## src/rtl/reg_writeback_queue.sv

```systemverilog
`timescale 1ns/1ps
`default_nettype none
// ============================================================================
// Module   : reg_writeback_queue
// Purpose  : Small in-order FIFO between the execute/writeback stage and the
//            write port of the 16x32 register bank. Results are drained one
//            per cycle into the bank. Pending, not-yet-written values are
//            forwarded to the two decode read addresses, so decode always
//            sees the newest value of a register whose write is still queued.
// Revision : 1.0 - initial release
// ----------------------------------------------------------------------------
// Parameters
//   DATA_W    register data width
//   ADDR_W    register address width
//   DEPTH     queue entries (power of two, >= 2)
// Ports
//   clk                    clock, all state updates on rising edge
//   rst_n                  asynchronous active-low reset
//   in_valid/in_ready      result handshake from execute/writeback
//   in_dest/in_data        destination register and value of the result
//   rf_we                  bank write strobe (bank writes on edge with rf_we=1)
//   rf_dest/rf_din         bank write address/data (head entry)
//   rf_stall               bank write port busy, hold the head entry
//   srcadd1/srcadd2        decode read addresses
//   fwd1_hit/fwd2_hit      a queued entry targets srcadd1/srcadd2
//   fwd1_data/fwd2_data    newest queued value for srcadd1/srcadd2
//   count                  occupied entries
//   empty/full             count==0 / count==DEPTH
// ============================================================================
module reg_writeback_queue #(
  parameter int DATA_W = 32,
  parameter int ADDR_W = 4,
  parameter int DEPTH  = 4
) (
  input  logic                     clk,
  input  logic                     rst_n,
  input  logic                     in_valid,
  output logic                     in_ready,
  input  logic [ADDR_W-1:0]        in_dest,
  input  logic [DATA_W-1:0]        in_data,
  output logic                     rf_we,
  output logic [ADDR_W-1:0]        rf_dest,
  output logic [DATA_W-1:0]        rf_din,
  input  logic                     rf_stall,
  input  logic [ADDR_W-1:0]        srcadd1,
  input  logic [ADDR_W-1:0]        srcadd2,
  output logic                     fwd1_hit,
  output logic                     fwd2_hit,
  output logic [DATA_W-1:0]        fwd1_data,
  output logic [DATA_W-1:0]        fwd2_data,
  output logic [$clog2(DEPTH):0]   count,
  output logic                     empty,
  output logic                     full
);

  localparam int c_ptr_w = $clog2(DEPTH);
  localparam int c_cnt_w = c_ptr_w + 1;
  localparam logic [c_cnt_w-1:0] c_depth = c_cnt_w'(DEPTH);
  localparam logic [c_cnt_w-1:0] c_one   = c_cnt_w'(1);
  localparam logic [c_ptr_w-1:0] c_ptr_one = c_ptr_w'(1);

  // --------------------------------------------------------------------------
  // Storage and pointers
  // --------------------------------------------------------------------------
  logic [ADDR_W-1:0]  r_dest [DEPTH];
  logic [DATA_W-1:0]  r_data [DEPTH];
  logic [DEPTH-1:0]   r_valid;
  logic [c_ptr_w-1:0] r_head;
  logic [c_ptr_w-1:0] r_tail;
  logic [c_cnt_w-1:0] r_count;

  // Fields of the most recently drained entry. The slot itself may be
  // overwritten by a later push, so the bank-facing outputs keep their own
  // copy for the idle (empty) case.
  logic [ADDR_W-1:0]  r_last_dest;
  logic [DATA_W-1:0]  r_last_din;

  logic w_push;
  logic w_pop;
  logic w_empty;
  logic w_full;

  assign w_empty = (r_count == '0);
  assign w_full  = (r_count == c_depth);

  // No pass-through: a full queue refuses input even when it pops this cycle.
  // Gating with rst_n drops in_ready immediately while reset is asserted.
  assign in_ready = !w_full && rst_n;
  assign w_push   = in_valid && in_ready;
  assign w_pop    = !w_empty && !rf_stall;

  assign empty = w_empty;
  assign full  = w_full;
  assign count = r_count;

  // --------------------------------------------------------------------------
  // Entry array. Because pointers are only equal when the queue is empty or
  // full, a push and a pop can never target the same slot in one cycle.
  // --------------------------------------------------------------------------
  always_ff @(posedge clk or negedge rst_n) begin
    if (!rst_n) begin
      for (int i = 0; i < DEPTH; i++) begin
        r_dest[i]  <= '0;
        r_data[i]  <= '0;
        r_valid[i] <= 1'b0;
      end
    end else begin
      for (int i = 0; i < DEPTH; i++) begin
        if (w_push && (r_tail == c_ptr_w'(i))) begin
          r_dest[i]  <= in_dest;
          r_data[i]  <= in_data;
          r_valid[i] <= 1'b1;
        end else if (w_pop && (r_head == c_ptr_w'(i))) begin
          r_valid[i] <= 1'b0;
        end
      end
    end
  end

  // --------------------------------------------------------------------------
  // Pointers and occupancy. DEPTH is a power of two, so the pointers wrap
  // naturally at their full binary width.
  // --------------------------------------------------------------------------
  always_ff @(posedge clk or negedge rst_n) begin
    if (!rst_n) begin
      r_head  <= '0;
      r_tail  <= '0;
      r_count <= '0;
    end else begin
      if (w_push) begin
        r_tail <= r_tail + c_ptr_one;
      end
      if (w_pop) begin
        r_head <= r_head + c_ptr_one;
      end
      case ({w_push, w_pop})
        2'b10:   r_count <= r_count + c_one;
        2'b01:   r_count <= r_count - c_one;
        default: r_count <= r_count;
      endcase
    end
  end

  always_ff @(posedge clk or negedge rst_n) begin
    if (!rst_n) begin
      r_last_dest <= '0;
      r_last_din  <= '0;
    end else if (w_pop) begin
      r_last_dest <= r_dest[r_head];
      r_last_din  <= r_data[r_head];
    end
  end

  // --------------------------------------------------------------------------
  // Bank write port: head entry while occupied, last drained entry otherwise.
  // --------------------------------------------------------------------------
  assign rf_we   = w_pop;
  assign rf_dest = w_empty ? r_last_dest : r_dest[r_head];
  assign rf_din  = w_empty ? r_last_din  : r_data[r_head];

  // --------------------------------------------------------------------------
  // Forwarding. Entries are scanned oldest (head) to newest, so a later match
  // overrides an earlier one and the newest queued value wins. The entry
  // being drained this cycle is still valid and still forwards; from the next
  // edge on the bank itself holds that value.
  // --------------------------------------------------------------------------
  logic [c_ptr_w-1:0] w_idx;

  always_comb begin
    fwd1_hit  = 1'b0;
    fwd2_hit  = 1'b0;
    fwd1_data = '0;
    fwd2_data = '0;
    w_idx     = '0;
    for (int k = 0; k < DEPTH; k++) begin
      w_idx = r_head + c_ptr_w'(k);
      if (r_valid[w_idx] && (r_dest[w_idx] == srcadd1)) begin
        fwd1_hit  = 1'b1;
        fwd1_data = r_data[w_idx];
      end
      if (r_valid[w_idx] && (r_dest[w_idx] == srcadd2)) begin
        fwd2_hit  = 1'b1;
        fwd2_data = r_data[w_idx];
      end
    end
  end

endmodule
`default_nettype wire

```

## config.mk

```make
export PLATFORM = sky130hd
export DESIGN_NAME = reg_writeback_queue
export DESIGN_NICKNAME = d
export VERILOG_FILES = /design/src/rtl/reg_writeback_queue.sv
export SDC_FILE = /design/constraint.sdc
export NUM_CORES = 1
export LEC_CHECK = 0
export ABC_AREA = 1
export CAP_MARGIN = 40
export CORE_MARGIN = 2
export CORE_UTILIZATION = 35
export CTS_CLUSTER_DIAMETER = 80
export DETAILED_ROUTE_END_ITERATION = 12
export DONT_BUFFER_PORTS = 1
export PLACE_DENSITY = 0.55
export REMOVE_ABC_BUFFERS = 1
export SYNTH_ARGS = -nofsm -noshare
export SYNTH_HDL_FRONTEND = slang
export SYNTH_SLANG_ARGS = --single-unit
```

## constraint.sdc

```tcl
create_clock -name clk -period 5.7 [get_ports clk]
set_input_delay 0.285 -clock clk [delete_from_list [all_inputs] [get_ports clk]]
set_output_delay 0.285 -clock clk [all_outputs]
set_load 0.01 [all_outputs]
```

# --- Word-level counts from Yosys, hierarchy flattened ---
# Index checks and enable logic that the tools add are counted.
classes:
  add_sub_neg: 6
  n_mul: 0
  n_div: 0
  order_cmp: 8
  n_eq_ne: 17
  shifts: 0
  mux: 59
  bitwise: 4
  n_reduce_logical: 30
op_table:
  columns: ["op", "n"]
  rows:
  - ["$mux W32", 17]
  - ["$bmux W32 S2", 4]
  - ["$mux W4", 9]
  - ["$bmux W4 S2", 4]
  - ["$eq A4 B4 Y1", 8]
  - ["$mux W1", 20]
  - ["$logic_and A1 B1 Y1", 19]
  - ["$ge A3 B3 Y1 const B", 4]
  - ["$lt A2 B3 Y1 const B", 4]
  - ["$not A2 Y3", 4]
  - ["$eq A2 B2 Y1 const B", 5]
  - ["$reduce_bool A2 Y1", 5]
  - ["$bmux W1 S2", 4]
  - ["$eq A2 B1 Y1 const B", 3]
  - ["$pmux W3 S2", 1]
  - ["$add A2 B1 Y2 const B", 2]
  - ["$add A2 B2 Y2 const B", 2]
  - ["$logic_not A2 Y1", 2]
  - ["$add A3 B1 Y3 const B", 1]
  - ["$eq A3 B3 Y1 const B", 1]
  - ["$logic_not A1 Y1", 3]
  - ["$logic_not A3 Y1", 1]
  - ["$sub A3 B1 Y3 const B", 1]
word_totals:
  register_bits: 191
  latch_bits: 0
  ramBits: 0
  rom_bits: 0
  in_bits: 48
  output_inout_bits: 109
  word_cells: 141
  mem_count: 0

# --- Logic depth before layout (Yosys ltp) ---
depth:
  depth_word: 10
  ltp_mapped: 21
  mapped_depth_nobuf: 14

# --- Worst setup path after synthesis ---
# OpenSTA, ideal clock, no wires.
synth_path:
  kind: "reg-to-output"
  start: "reg r_head[1]"
  end: "out fwd2_data[24]"
  arrival_time_ns: 2.754
  slack_ns: 2.661
  path_stages_with_launch: 19
  path_cell_list: "dfrtp_1 > buf_4 > inv_2 > buf_4 > buf_2 > buf_2 > ha_1 > buf_4 > inv_2 > buf_4 > nand3_1 > nand2_1 > xor2_1 > nor3_2 > buf_4 > buf_4 > nor2_1 > nand2_1 > nand2_1"
synth_via:
  elab_chain_len: 10
synth_rtl:
  columns: ["element", "line_no", "source"]
  rows:
  - ["start: declaration", "68", "logic [c_ptr_w-1:0] r_head;"]
  - ["start signal: assignment", "134", "r_head <= r_head + c_ptr_one;"]
  - ["$add A2 B1 Y2 / $not A2 Y3 (equally long branches)", "176, 181, 183", null]
  - ["$not A2 Y3 (implied by the code) / $bmux W4 S2 (equally long branches)", "181, 183", null]
  - ["$bmux W4 S2 / $mux W4 (equally long branches)", "181", "if (r_valid[w_idx] && (r_dest[w_idx] == srcadd2)) begin"]
  - ["$mux W4 (implied by the code)", "181", null]
  - ["$mux W4 (implied by the code) / $eq A4 B4 Y1 (equally long branches)", "181", null]
  - ["$eq A4 B4 Y1 / $logic_and A1 B1 Y1 (equally long branches)", "181", null]
  - ["$logic_and A1 B1 Y1 / $mux W32 (equally long branches)", "181", null]
  - ["$mux W32 (2 in series)", "181", null]
  - ["$mux W32 (*)", "181", null]
  - ["end: declaration", "50", "output logic [DATA_W-1:0] fwd2_data,"]
# Mark *: on every way between the ends. The rest lies on a longest branch, timed or not. The select of a mux whose other input is x is not followed.

# --- Worst setup path in the final report ---
layout_path:
  start: "reg r_head[1]"
  end: "out fwd1_data[4]"
layout_via:
  elab_chain_len: 10
layout_rtl:
  columns: ["element", "line_no", "source"]
  rows:
  - ["$add A2 B1 Y2 / $not A2 Y3 (equally long branches)", "176, 177, 179", null]
  - ["$not A2 Y3 (implied by the code) / $bmux W4 S2 (equally long branches)", "177, 179", null]
  - ["$bmux W4 S2 / $mux W4 (equally long branches)", "177", "if (r_valid[w_idx] && (r_dest[w_idx] == srcadd1)) begin"]
  - ["$mux W4 (implied by the code)", "177", null]
  - ["$mux W4 (implied by the code) / $eq A4 B4 Y1 (equally long branches)", "177", null]
  - ["$eq A4 B4 Y1 / $logic_and A1 B1 Y1 (equally long branches)", "177", null]
  - ["$logic_and A1 B1 Y1 / $mux W32 (equally long branches)", "177", null]
  - ["$mux W32 (2 in series)", "177", null]
  - ["$mux W32 (*)", "177", null]
  - ["end: declaration", "49", "output logic [DATA_W-1:0] fwd1_data,"]
# Marked as above.

==> key figures <==
Logic synthesis
  – Sequential share of the synthesized area: 33.1%
  – Synth area leaders: dfrtp_1 33%, nand2_1 25%, o21ai_0 14%, inv_1 6.0%, nor2_1 5.3%
  – Syn_area_per_cell: between 6 and 7 um^2
  – Netlist cell types: 29
  – Post-synth EDFFs: 0
  – Post-synth top area share: 33.1%
  – Synth Register Bits: 191
  – Async SR Flop Fraction: 100%
  – Yosys top cell by area: dfrtp_1
  – Synthesized instance count: 2,383
  – Post-Syn Area: around 0.014 mm^2
  – Ys flop type: dfrtp_1
  – Synthesis warning total: 0

Timing
  – Max Slew Vio Count: 0
  – RSZ-0062 raised after global routing: no
  – Setup TNS Final: 0 ps
  – F_max: around 0.19 GHz
  – Final Hold Viols: 0
  – Final setup viols: 0
  – Slew at the pin closest to its max-slew limit: around 1000 ps
  – Final period util: 90.2%
  – Max-slew headroom: 30.4%
  – Post-layout min period: 5140 ps
  – Final Skew: 8.05 ps

Worst setup path
  – Critical path required time: 5410 ps
  – Max incr delay on CP: 920 ps
  – CP startpoint kind: flop
  – CP dominant cell by count: nand2_1
  – CP cell instances: inv_4 > ha_1 > inv_4 > nand3_1 > nand2_1 > xor2_1 > nor2_2 > nand3b_4 > inv_2 > buf_4 > nand2_1 > nand2_1
  – Reg2reg setup slack: 2760 ps
  – Worst path slowest cell: dfrtp_1
  – Crit-path max FO: 44
  – Arr. time, crit path: 4860 ps
  – Cells on worst reg2reg path: 6
  – Worst reg2reg path endpoint: r_last_din[27]
  – WS Path Type: reg -> out
  – Worst r2r src: r_head[0]
  – Worst Setup SP: r_head[1]
  – CP endpoint kind: output pin
  – Worst Setup EP: fwd1_data[4]

Clock tree
  – Root Driver: clkbuf_16
  – Htree depth: 4
  – Clk sinks: roughly 190
  – # resized after CTS: 0
  – Clk slew on worst S/H paths: 70 ps
  – CTS buffer count: 17
  – TritonCTS clock tree: yes
  – Worst-case clock buffer depth: 2
  – Skew-Pair Late Insertion Delay: 490 ps

Global routing
  – Busiest grt layer: met2
  – Met2 capacity usage during global routing: a little over a third
  – Global-route wire length before repair: about 75 mm
  – Met1 usage: 29.9%
  – Vias in the first global route: 13,500
  – Grt met3 use: roughly 5%
  – Total Routing Usage GR: between 20% and 30%
  – Initial antenna violation count: 3
  – Grt ovf: 0
  – Pin count of the biggest net entering global routing: 192

Final layout
  – Most frequent cells in the layout: 943 x nand2_1, 405 x o21ai_0, 228 x inv_1, 205 x nor2_1, 190 x dfrtp_1
  – Layout area overhead: 7.22%
  – Leading cell type in the layout, fill and taps excluded: nand2_1
  – Fraction of layout cells with a size suffix above 1: 5.25%
  – Nets: 2,369

Power and ir drop
  – Power consumption: 10.5 mW
  – Peak supply drop: approximately 0.36 mV
  – Leakage: just under 8 nW
  – Pwr/cell area: 679 mW/mm^2

Floorplan
  – Cell row count: 74
  – # IOs: 157
  – Initial cell density of the core: 35.4%
  – Die span in y: 207 um
  – Core Region: 0.0407 mm^2
  – Die ar.: 0.0429 mm^2
  – DIE WIDTH: around 210 um

Detailed routing
  – Via count: 14,200
  – DRT Pass-1 Iters: 6
  – Post-route ant nets: 0
  – Residual DRC: 0
  – Total routed wirelength: 46.7 mm
  – Routed len/inst: 16.4 um
  – Number of DRC markers in iteration 0: 1,009
  – Vias per cell: ~5.0

Placed design
  – Routability cong.: 0.894
  – PortBufs: 0
  – Post-DP HPWL: 30.7 mm

Flow run
  – Maxcap violations: 0

Status
  – Outcome: finished clean

Hold path
  – Hold Crit Class: in -> reg
==> worst min-delay path by stage <==
stage / startpoint / end / slack [ps] / cells after the start
floorplan: rst_n / count[0] / -10 / 0
global placement: rst_n / r_last_din[1] / -3 / 0
detailed placement: rst_n / r_last_din[1] / -2 / 0
CTS: in_valid / r_tail[0] / 10 / 2
global route: in_valid / r_tail[0] / 50 / 2
finish: in_valid / r_tail[0] / 40 / 2
==> area by class of cell <==
type | count | area [um^2]
Timing Repair Buffer | 62 | 643
Tap cell | 532 | 666
Inverter | 251 | 960
Sequential cell | 191 | 4780
Clock buffer | 25 | 495
Antenna cell | 1 | 2.50
Multi-Input combinational cell | 1788 | 7820
Fill cell | 4403 | 25300
Clock inverter | 5 | 104
==> where the power goes <==
group	internal (mW)	total (mW)	switching, mW
clock network	0.732	1.31	0.578
registers	2.04	2.43	0.396
logic	1.84	6.76	4.93
==> worst max-delay path: cells and delay by family, from the launching register on <==
family        cells  cell delay (ps)
buf+inv           4             1460
simple gates      6             1030
flops             1              920
xor+xnor          1              150
fa+ha+maj         1              770
==> sequential cells by signal (all words and copies together), names as in the netlist <==
register / flops
r_head: 2
r_data: 128
r_valid: 4
r_last_dest: 4
r_tail: 2
r_last_din: 32
r_dest: 16
count: 3
==> synth_stat cells (22+ instances only) <==
master	number
o21ai_1	62
o21ai_0	405
clkbuf_1	49
buf_2	55
nor2_1	205
inv_1	229
nand2_1	943
nand3_1	107
dfrtp_1	191
buf_4	22
==> timing repair <==
item	CTS	global route
setup buffers	0	0
endpoints found under the hold margin	335	0
hold buffers	38	0
==> routing by layer <==
metal  vias up  part of all wire [%]
met5         -                 0.028
met1      6554                    46
li1       7245                     -
met4         2                   1.6
met3        36                   5.7
met2       348                    46
==> cell families after synthesis <==
group | share of synthesized area [%]
AOI/OAI and AO/OA | 16.3
DFF | 33.1
adders and majority gates | 0.919
xor gates and xnor gates | 0.486
and+or+nand+nor | 36.4
buffers and inverters | 12.7
==> through the flow <==
stage	std cells	setup WS [ps]	instance area (um^2)	util (%)	hold WS (ps)
2_1_floorplan	2230	-3220	13500	-	-10.6
4_1_cts	2854	481	15500	38.0	13.4
5_1_grt	2855	145	15500	38.0	49.2
6_report	2855	557	15500	38.0	39.2
3_5_place_dp	2786	1040	14500	35.5	-2.43
3_3_place_gp	2783	1210	14400	35.3	-3.16
Note: power is estimated with default switching activity, not from simulation.
